--- src/rtl/debounce_event_ctrl.sv ---
// Multi-channel button debouncer with press / long-press / release events
// queued through a small first-word-fall-through FIFO.
module debounce_event_ctrl #(
    parameter int NUM_CH         = 4,
    parameter int TICK_DIV       = 250,
    parameter int DEBOUNCE_LIMIT = 20,
    parameter int LONG_LIMIT     = 100,
    parameter int FIFO_DEPTH     = 4
) (
    input  logic                      i_clk,
    input  logic                      i_rst_n,
    input  logic [NUM_CH-1:0]         i_bouncy,
    output logic [NUM_CH-1:0]         o_debounced,
    output logic                      o_evt_valid,
    input  logic                      i_evt_ready,
    output logic [$clog2(NUM_CH)-1:0] o_evt_ch,
    output logic [1:0]                o_evt_type,
    output logic                      o_overflow,
    input  logic                      i_clr_overflow
);

    localparam int CW = $clog2(NUM_CH);
    localparam int PW = $clog2(TICK_DIV);
    localparam int DW = $clog2(DEBOUNCE_LIMIT + 1);
    localparam int HW = $clog2(LONG_LIMIT + 1);
    localparam int AW = $clog2(FIFO_DEPTH);
    localparam int NW = $clog2(FIFO_DEPTH + 1);
    localparam int EW = CW + 2;

    logic [NUM_CH-1:0] sync1_q, sync2_q;
    logic [NUM_CH-1:0] state_q, state_d;
    logic [PW-1:0]     pre_q, pre_d;
    logic              tick;
    logic [DW-1:0]     cnt_q  [NUM_CH];
    logic [DW-1:0]     cnt_d  [NUM_CH];
    logic [HW-1:0]     hold_q [NUM_CH];
    logic [HW-1:0]     hold_d [NUM_CH];

    logic [NUM_CH-1:0] press_q, press_d, long_q, long_d, rel_q, rel_d;
    logic [NUM_CH-1:0] set_press, set_long, set_rel;
    logic [NUM_CH-1:0] clr_press, clr_long, clr_rel;
    logic              ovf_q, ovf_d, lost;

    logic [EW-1:0]     mem_q [FIFO_DEPTH];
    logic [AW-1:0]     wr_ptr_q, wr_ptr_d, rd_ptr_q, rd_ptr_d;
    logic [NW-1:0]     count_q, count_d;
    logic              push, pop;
    logic [CW-1:0]     push_ch;
    logic [1:0]        push_type;

    assign tick = (pre_q == PW'(TICK_DIV - 1));
    assign pre_d = tick ? '0 : pre_q + PW'(1);

    // Debounce filter and hold timer; event requests are raised in the flip cycle
    always_comb begin
        state_d   = state_q;
        set_press = '0;
        set_long  = '0;
        set_rel   = '0;
        for (int i = 0; i < NUM_CH; i++) begin
            cnt_d[i]  = cnt_q[i];
            hold_d[i] = hold_q[i];
            if (tick) begin
                if (sync2_q[i] != state_q[i]) begin
                    if (cnt_q[i] == DW'(DEBOUNCE_LIMIT - 1)) begin
                        state_d[i]   = sync2_q[i];
                        cnt_d[i]     = '0;
                        set_press[i] = sync2_q[i];
                        set_rel[i]   = ~sync2_q[i];
                    end else begin
                        cnt_d[i] = cnt_q[i] + DW'(1);
                    end
                end else begin
                    cnt_d[i] = '0;
                end
            end
            if (!state_q[i]) begin
                hold_d[i] = '0;
            end else if (tick && hold_q[i] != HW'(LONG_LIMIT - 1)) begin
                hold_d[i] = hold_q[i] + HW'(1);
                if (hold_q[i] + HW'(1) == HW'(LONG_LIMIT - 1)) begin
                    set_long[i] = 1'b1;
                end
            end
        end
    end

    // Fixed-priority serializer: lowest channel, then press, long, release
    always_comb begin
        push      = 1'b0;
        push_ch   = '0;
        push_type = 2'b00;
        clr_press = '0;
        clr_long  = '0;
        clr_rel   = '0;
        if (count_q != NW'(FIFO_DEPTH)) begin
            for (int i = 0; i < NUM_CH; i++) begin
                if (!push) begin
                    if (press_q[i]) begin
                        push         = 1'b1;
                        push_ch      = CW'(i);
                        push_type    = 2'b01;
                        clr_press[i] = 1'b1;
                    end else if (long_q[i]) begin
                        push        = 1'b1;
                        push_ch     = CW'(i);
                        push_type   = 2'b10;
                        clr_long[i] = 1'b1;
                    end else if (rel_q[i]) begin
                        push       = 1'b1;
                        push_ch    = CW'(i);
                        push_type  = 2'b00;
                        clr_rel[i] = 1'b1;
                    end
                end
            end
        end
    end

    always_comb begin
        press_d = (press_q & ~clr_press) | set_press;
        long_d  = (long_q  & ~clr_long)  | set_long;
        rel_d   = (rel_q   & ~clr_rel)   | set_rel;
        lost    = |(set_press & press_q & ~clr_press)
                | |(set_long  & long_q  & ~clr_long)
                | |(set_rel   & rel_q   & ~clr_rel);
        // A new loss in the same cycle as a clear keeps the flag set
        ovf_d   = (ovf_q & ~i_clr_overflow) | lost;
    end

    assign pop      = o_evt_valid && i_evt_ready;
    assign wr_ptr_d = wr_ptr_q + AW'(push);
    assign rd_ptr_d = rd_ptr_q + AW'(pop);
    assign count_d  = count_q + NW'(push) - NW'(pop);

    always_ff @(posedge i_clk or negedge i_rst_n) begin
        if (!i_rst_n) begin
            sync1_q  <= '0;
            sync2_q  <= '0;
            state_q  <= '0;
            pre_q    <= '0;
            press_q  <= '0;
            long_q   <= '0;
            rel_q    <= '0;
            ovf_q    <= 1'b0;
            wr_ptr_q <= '0;
            rd_ptr_q <= '0;
            count_q  <= '0;
            for (int i = 0; i < NUM_CH; i++) begin
                cnt_q[i]  <= '0;
                hold_q[i] <= '0;
            end
            for (int j = 0; j < FIFO_DEPTH; j++) begin
                mem_q[j] <= '0;
            end
        end else begin
            sync1_q  <= i_bouncy;
            sync2_q  <= sync1_q;
            state_q  <= state_d;
            pre_q    <= pre_d;
            press_q  <= press_d;
            long_q   <= long_d;
            rel_q    <= rel_d;
            ovf_q    <= ovf_d;
            wr_ptr_q <= wr_ptr_d;
            rd_ptr_q <= rd_ptr_d;
            count_q  <= count_d;
            for (int i = 0; i < NUM_CH; i++) begin
                cnt_q[i]  <= cnt_d[i];
                hold_q[i] <= hold_d[i];
            end
            if (push) begin
                mem_q[wr_ptr_q] <= {push_ch, push_type};
            end
        end
    end

    assign o_debounced = state_q;
    assign o_evt_valid = (count_q != '0);
    assign o_evt_ch    = mem_q[rd_ptr_q][EW-1:2];
    assign o_evt_type  = mem_q[rd_ptr_q][1:0];
    assign o_overflow  = ovf_q;

endmodule

--- config.mk ---
export PLATFORM = sky130hd
export DESIGN_NAME = debounce_event_ctrl
export DESIGN_NICKNAME = d
export VERILOG_FILES = /design/src/rtl/debounce_event_ctrl.sv
export SDC_FILE = /design/constraint.sdc
export NUM_CORES = 1
export LEC_CHECK = 0
export ABC_CLOCK_PERIOD_IN_PS = 2650
export BUFFER_PORTS_ARGS = -buffer_cell sky130_fd_sc_hd__buf_2
export CAP_MARGIN = 25
export CORE_AREA = 2 2 108 110
export DETAILED_ROUTE_END_ITERATION = 10
export DIE_AREA = 0 0 110 112
export GPL_ROUTABILITY_DRIVEN = 0
export MAX_ROUTING_LAYER = met4
export PLACE_DENSITY_LB_ADDON = 0.15
export SLEW_MARGIN = 20
export SYNTH_ARGS = -nofsm -noshare
export SYNTH_HDL_FRONTEND = slang
export SYNTH_SLANG_ARGS = --single-unit
--- constraint.sdc ---
create_clock -name i_clk -period 2.65 [get_ports i_clk]
set_input_delay 0 -clock i_clk [delete_from_list [all_inputs] [get_ports i_clk]]
set_output_delay 0 -clock i_clk [all_outputs]
set_load 0.02 [all_outputs]
# After elaboration in Yosys (flattened, before gate mapping)
# Index checks and enable logic that the tools add are counted.
dict set report totals {
  regBits 104
  out_inout_bits 10
}
dict set report classes {
  n_addsub 13
  magnitude_cmp 3
  n_eq_ne 22
  mux 138
  bitwise_logic 26
  n_reduce_logical 14
}
# op count
set ops {}
lappend ops {{two-way mux 1 bit} 88}
lappend ops {{two-way mux 7 bit} 8}
lappend ops {{two-way mux 2 bit} 24}
lappend ops {{two-way mux 5 bit} 8}
lappend ops {{bitwise AND 4 bit} 9}
lappend ops {{adder 7 x 1 -> 7 bit (second input constant)} 4}
lappend ops {{equality test 7 bit (second input constant)} 4}
lappend ops {{!= test 7 bit (second input constant)} 4}
lappend ops {{two-way mux 4 bit} 6}
lappend ops {{adder 5 x 1 -> 5 bit (second input constant)} 4}
lappend ops {{equality test 5 bit (second input constant)} 4}
lappend ops {{bitwise mux 16 bit} 1}
lappend ops {{NOT 4 bit} 3}
lappend ops {{OR 4 bit} 3}
lappend ops {{AND reduction 3 bit} 4}
lappend ops {{OR reduction 4 bit} 3}
lappend ops {{adder 8 x 1 -> 8 bit (second input constant)} 1}
lappend ops {{binary-select mux 4 bit (select 2 bit)} 1}
lappend ops {{demux 4 bit (select 2 bit)} 1}
lappend ops {{equality test 8 bit (second input constant)} 1}
lappend ops {{two-way mux 8 bit} 1}
lappend ops {{!= test 2 x 1 -> 1 bit (second input constant)} 4}
lappend ops {{>= comparator 3 bit (second input constant)} 2}
lappend ops {{logical AND 1 bit} 6}
lappend ops {{11 further kinds} 22}

# Longest topological paths before layout
dict set report logic_depth {
  word_depth 16
  ltp_mapped 12
  mapped_depth_nobuf 11
}

# Worst setup path after synthesis
# OpenSTA, ideal clock, no wires.
dict set report synth_path {
  kind {reg2reg}
  startpoint {register count_q[1]}
  endpoint {register count_q[2]}
  setup_ns 0.123
  arrival_ns 2.188
  required_time_ns 2.527
  setup_slack_ns 0.340
  stages_incl_launch_ff 10
  n_path_buf 0
  cell_sequence {dfrtp_1 or3_1 and2_1 ha_1 inv_1 ha_1 inv_1 fa_1 xnor2_1 xnor2_1}
}
dict set report synth_via {
  elab_cells_between_ends 6
  cone_classes {add/sub: 2; eq/ne: 1; mux: 1; reduce/logical: 2}
}
# item line_no
set synth_lines {}
lappend synth_lines {{from (decl)} 46} ;# logic [NW-1:0] count_q, count_d;
lappend synth_lines {{from (signal assigned)} 167} ;# count_q <= count_d;
lappend synth_lines {{nonzero test 3 bit} 179} ;# assign o_evt_valid = (count_q != '0);
lappend synth_lines {{named net o_evt_valid} 14} ;# output logic o_evt_valid,
lappend synth_lines {{logical AND 1 bit} 131} ;# assign pop = o_evt_valid && i_evt_ready;
lappend synth_lines {{subtractor 3 x 1 -> 3 bit} 134} ;# assign count_d = count_q + NW'(push) - NW'(pop);
lappend synth_lines {{named net count_d[2]} 46}
# The timed path passes the listed nets, and every way through them passes these cells.
# A chain may end at the register's enable or synchronous reset.

# Final worst setup path
dict set report layout_path {
  startpoint {register long_q[0]}
  endpoint {register count_q[2]}
}
dict set report layout_via {
  elab_chain_len 11
}
# item line_no
set layout_lines {}
lappend layout_lines {{from (decl)} 39} ;# logic [NUM_CH-1:0] press_q, press_d, long_q, long_d, rel_q, rel_d;
lappend layout_lines {{from (signal assigned)} 162} ;# long_q <= long_d;
lappend layout_lines {{two-way mux 1 bit} 104} ;# end else if (long_q[i]) begin
lappend layout_lines {{two-way mux 1 bit} 99} ;# if (press_q[i]) begin
lappend layout_lines {{two-way mux 1 bit} 96} ;# if (count_q != NW'(FIFO_DEPTH)) begin
lappend layout_lines {{two-way mux 1 bit} 98} ;# if (!push) begin
lappend layout_lines {{two-way mux 1 bit} 96}
lappend layout_lines {{two-way mux 1 bit} 98}
lappend layout_lines {{two-way mux 1 bit} 96}
lappend layout_lines {{two-way mux 1 bit} 98}
lappend layout_lines {{two-way mux 1 bit} 96}
lappend layout_lines {{adder 3 x 1 -> 3 bit} 134}
lappend layout_lines {{subtractor 3 x 1 -> 3 bit} 134}
lappend layout_lines {{named net count_d[2]} 46}
# The timed path passes the listed nets, and every way through them passes these cells. The select of a mux whose other input is x is not followed.

==> impl_metrics.csv <==
group,metric,value,unit
routing,drc_errors,0,
routing,vias,3978,
power_and_ir_drop,p_sw,0.000821,W
power_and_ir_drop,powerDensity,589,nW/um^2
die,dieArea,12300,um^2
power_and_ir_drop,seq_power_share,0.471,
power_and_ir_drop,ir_drop,0.394,mV
logic_synthesis,yosysUniqueCellTypes,66,
finish,layout.nets,587,
routing,ant_nets,0,
logic_synthesis,yosys_warnings,0,
clock_network,cts_buffers,9,
setup_path,reg2reg_slack,0.20,ns
logic_synthesis,syn_area,5490,um^2
setup_path,worstPathRequired,2.93,ns
timing,hold_slack,0.0565,ns
setup_path,startpoint_type,"flop",
clock_network,cts-resized-gates,0,
clock_network,cts_buffer_depth,2,
finish,drive_above_1_share,0.145,
setup_path,reg2reg_to,"count_q[2]",
timing,maxSlewViolCount,0,
clock_network,htree_levels,3,
timing,worstMarginPinSlew,0.666,ns
timing,min_period,2.45,ns
global_routing,gr-total-overflow,0,
logic_synthesis,async_reset_ff_frac,1.00,
setup_path,rr_worst_depth,11,
clock_network,ctsRootBufferMaster,"clkbuf_16",
logic_synthesis,yosysSeqAreaShare,0.474,
timing,totalNegativeSetupSlack,0,ns
finish,diodes,0,
setup_path,worst_ep_arrival_time,2.73,ns
job,drv_cap,0,
timing,setup_viol,0,
global_routing,grt_pass1_vias,3894,
setup_path,crit_fanout,5,
global_routing,antenna_found_initial,0,
timing,hold_viol,0,
timing,grt_setup_unrepaired,"no",
clock_network,path_clk_slew,0.07,ns
routing,wl_per_cell,15.0,um
global_routing,grt_max_degree,42,
die,fp.dieW,110,um
setup_path,path_class,"reg2reg",
placed_design,hpwlAfterDp,7.38,mm
timing,relSlewSlack,0.556,
routing,drt_pass1_iterations,4,
setup_path,r2r_start,"long_q[0]",
min_path,hold_path_class,"in2reg",
logic_synthesis,synth_top_area_share,0.474,
die,io_pins,18,
logic_synthesis,ys.flop_type,"dfrtp_1",
clock_network,tritoncts,"built",
logic_synthesis,synth_edf_count,0,
logic_synthesis,synth_fp_nets,563,
die,core_region_area,11200,um^2
logic_synthesis,yosys.area.top_type,"dfrtp_1",
logic_synthesis,yosys-top-cells-area,"dfrtp_1 47%, ha_1 4.1%, mux2_2 4.1%, nand2_1 3.9%, o21ai_0 3.4%",
logic_synthesis,synth.avg_cell_area,10.2,um^2
logic_synthesis,ys_ff_latch,104,
die,die_y,112,um
power_and_ir_drop,power.leakage,2.84,nW
routing,via_per_inst,5.62,
power_and_ir_drop,internal_power,0.00280,W
clock_network,clock_latency,0.35,ns
timing,finClkSkew,0.00904,ns
power_and_ir_drop,clkPwrFrac,0.458,
logic_synthesis,syn_inst,536,
setup_path,crit_path_end_kind,"flop",
timing,fmax,0.408,GHz
min_path,min_delay_worst_endpoint,"rd_ptr_q[0]",
min_path,hold_depth,3,
die,core.rowCount,39,
routing,drtIter0Drc,229,
finish,syn2layout_area_growth,12.1,%
min_path,hp-start,"i_evt_ready",
finish,fillers,976,
die,start_util,0.491,
global_routing,grt_use_total,0.195,
power_and_ir_drop,swShare,0.227,
clock_network,clock_sinks,104,
status,status,"complete, no violations",
timing,fin_crit_sh,0.924,
power_and_ir_drop,power.share.combinational,0.070,
routing,wirelength,10.6,mm
global_routing,grt_first_pass_wirelength,18.5,mm
placed_design,portBuffers,17,
[power by group through the flow]
stage	Combinational [W]	Clock, W	Sequential (W)
after floorplan	0.000168	0	0.00172
final	0.000255	0.00166	0.00171
after global placement	0.000238	0	0.00173
after CTS	0.000261	0.00170	0.00171
after global routing	0.000288	0.00178	0.00172
after detailed placement	0.000253	0	0.00174
[cell type report]
type,instances,area [um^2],area share
clock inverter,6,138,0.0224
sequential,104,2600,0.423
clock buffer,10,239,0.0389
timing repair buffer,29,190,0.0309
tap,143,179,0.0291
multi-input combinational,397,2730,0.444
inverter,19,71.3,0.0116
[layer usage]
layer | global-route usage | part of all wire | up-vias
met1 | 0.264 | 0.49 | 1966
met3 | 0.0386 | 0.027 | 13
met4 | 0.0667 | 0.015 | 0
li1 | - | - | 1946
met2 | 0.293 | 0.47 | 53
met5 | - | 0 | -
[registers in the layout, summed over array words and instances (netlist names), 3 cells and up]
signal,flops
count_q,3
hold_q,28
o_debounced,4
press_q,4
sync1_q,4
mem_q,16
rel_q,4
sync2_q,4
long_q,4
cnt_q,20
pre_q,8
[cells in the final DEF, fill, tap and decap left out, types with 9 or more instances in the layout]
master / Yosys / final
and2_1: 21 / 21
a21oi_1: 12 / 12
ha_1: 18 / 18
dfrtp_1: 104 / 104
o21ai_0: 37 / 37
nand2b_1: 12 / 12
clkbuf_16: 0 / 9
nand3_1: 26 / 26
nor2_1: 30 / 30
mux2_2: 20 / 20
nand2_1: 57 / 57
nand4_1: 11 / 11
xnor2_1: 20 / 20
xor2_1: 18 / 18
o31ai_1: 10 / 10
buf_2: 6 / 16
inv_1: 18 / 18
[worst max-delay path by stage]
stage,slack (ns),depth (start not counted),endpoint,startpoint
floorplan,0.34,9,count_q[2],count_q[1]
global placement,0.33,11,count_q[2],press_q[2]
detailed placement,0.22,11,count_q[2],press_q[2]
CTS,0.18,11,count_q[2],press_q[2]
global route,0.03,11,count_q[2],press_q[1]
finish,0.20,11,count_q[2],long_q[0]
[metrics by stage]
step	util	cell area (um^2)	instances	setup WS [ns]	total power, W
final	0.550	6150	708	0.201	0.00362
after global routing	0.550	6150	708	0.0273	0.00379
after CTS	0.550	6150	708	0.177	0.00367
after detailed placement	0.512	5720	687	0.215	0.00199
after global placement	0.512	5720	687	0.328	0.00197
after floorplan	-	5490	536	0.340	0.00189
[cell usage after synthesis, types with 3 or more instances]
cell / instances
dfrtp_1: 104
nand2_1: 57
o21ai_0: 37
nor2_1: 30
nand3_1: 26
and2_1: 21
mux2_2: 20
xnor2_1: 20
ha_1: 18
inv_1: 18
xor2_1: 18
a21oi_1: 12
nand2b_1: 12
nand4_1: 11
o31ai_1: 10
nor3_1: 8
clkbuf_1: 7
nor2b_1: 7
and3_1: 6
buf_2: 6
nand3b_1: 6
or3_1: 6
mux4_2: 4
nor4_1: 4
a211oi_1: 3
nand4b_1: 3
nor3b_1: 3
o211a_1: 3
o211ai_1: 3
o21a_1: 3
o32ai_1: 3
[worst max-delay path, cell delays in order (launching register included)]
cell,delay (ns)
dfrtp_1,0.45
nor3_4,0.27
and3_2,0.24
nand2_1,0.05
nand2_1,0.13
ha_1,0.26
inv_1,0.07
ha_1,0.13
inv_1,0.04
fa_1,0.38
xnor2_1,0.21
xnor2_1,0.14
[timing repair]
action / in CTS / in global routing
setup endpoints to repair: 0 / 1
endpoints found under the hold margin: 43 / 0
hold buffers: 5 / 0
buffers inserted: 0 / 0
[logic make-up (layout without fill, tap and decap cells)]
group,after synthesis,after routing,synth area share
adder cells (fa/ha/maj),19,19,0.0447
multiplexers,24,24,0.0574
flip-flops,104,104,0.474
AND/OR/NAND/NOR,222,222,0.225
buffers and inverters,35,64,0.0283
AO/OA/AOI/OAI,94,94,0.110
XOR/XNOR,38,38,0.0606
No activity file was read; power rests on OpenSTA's default activity.
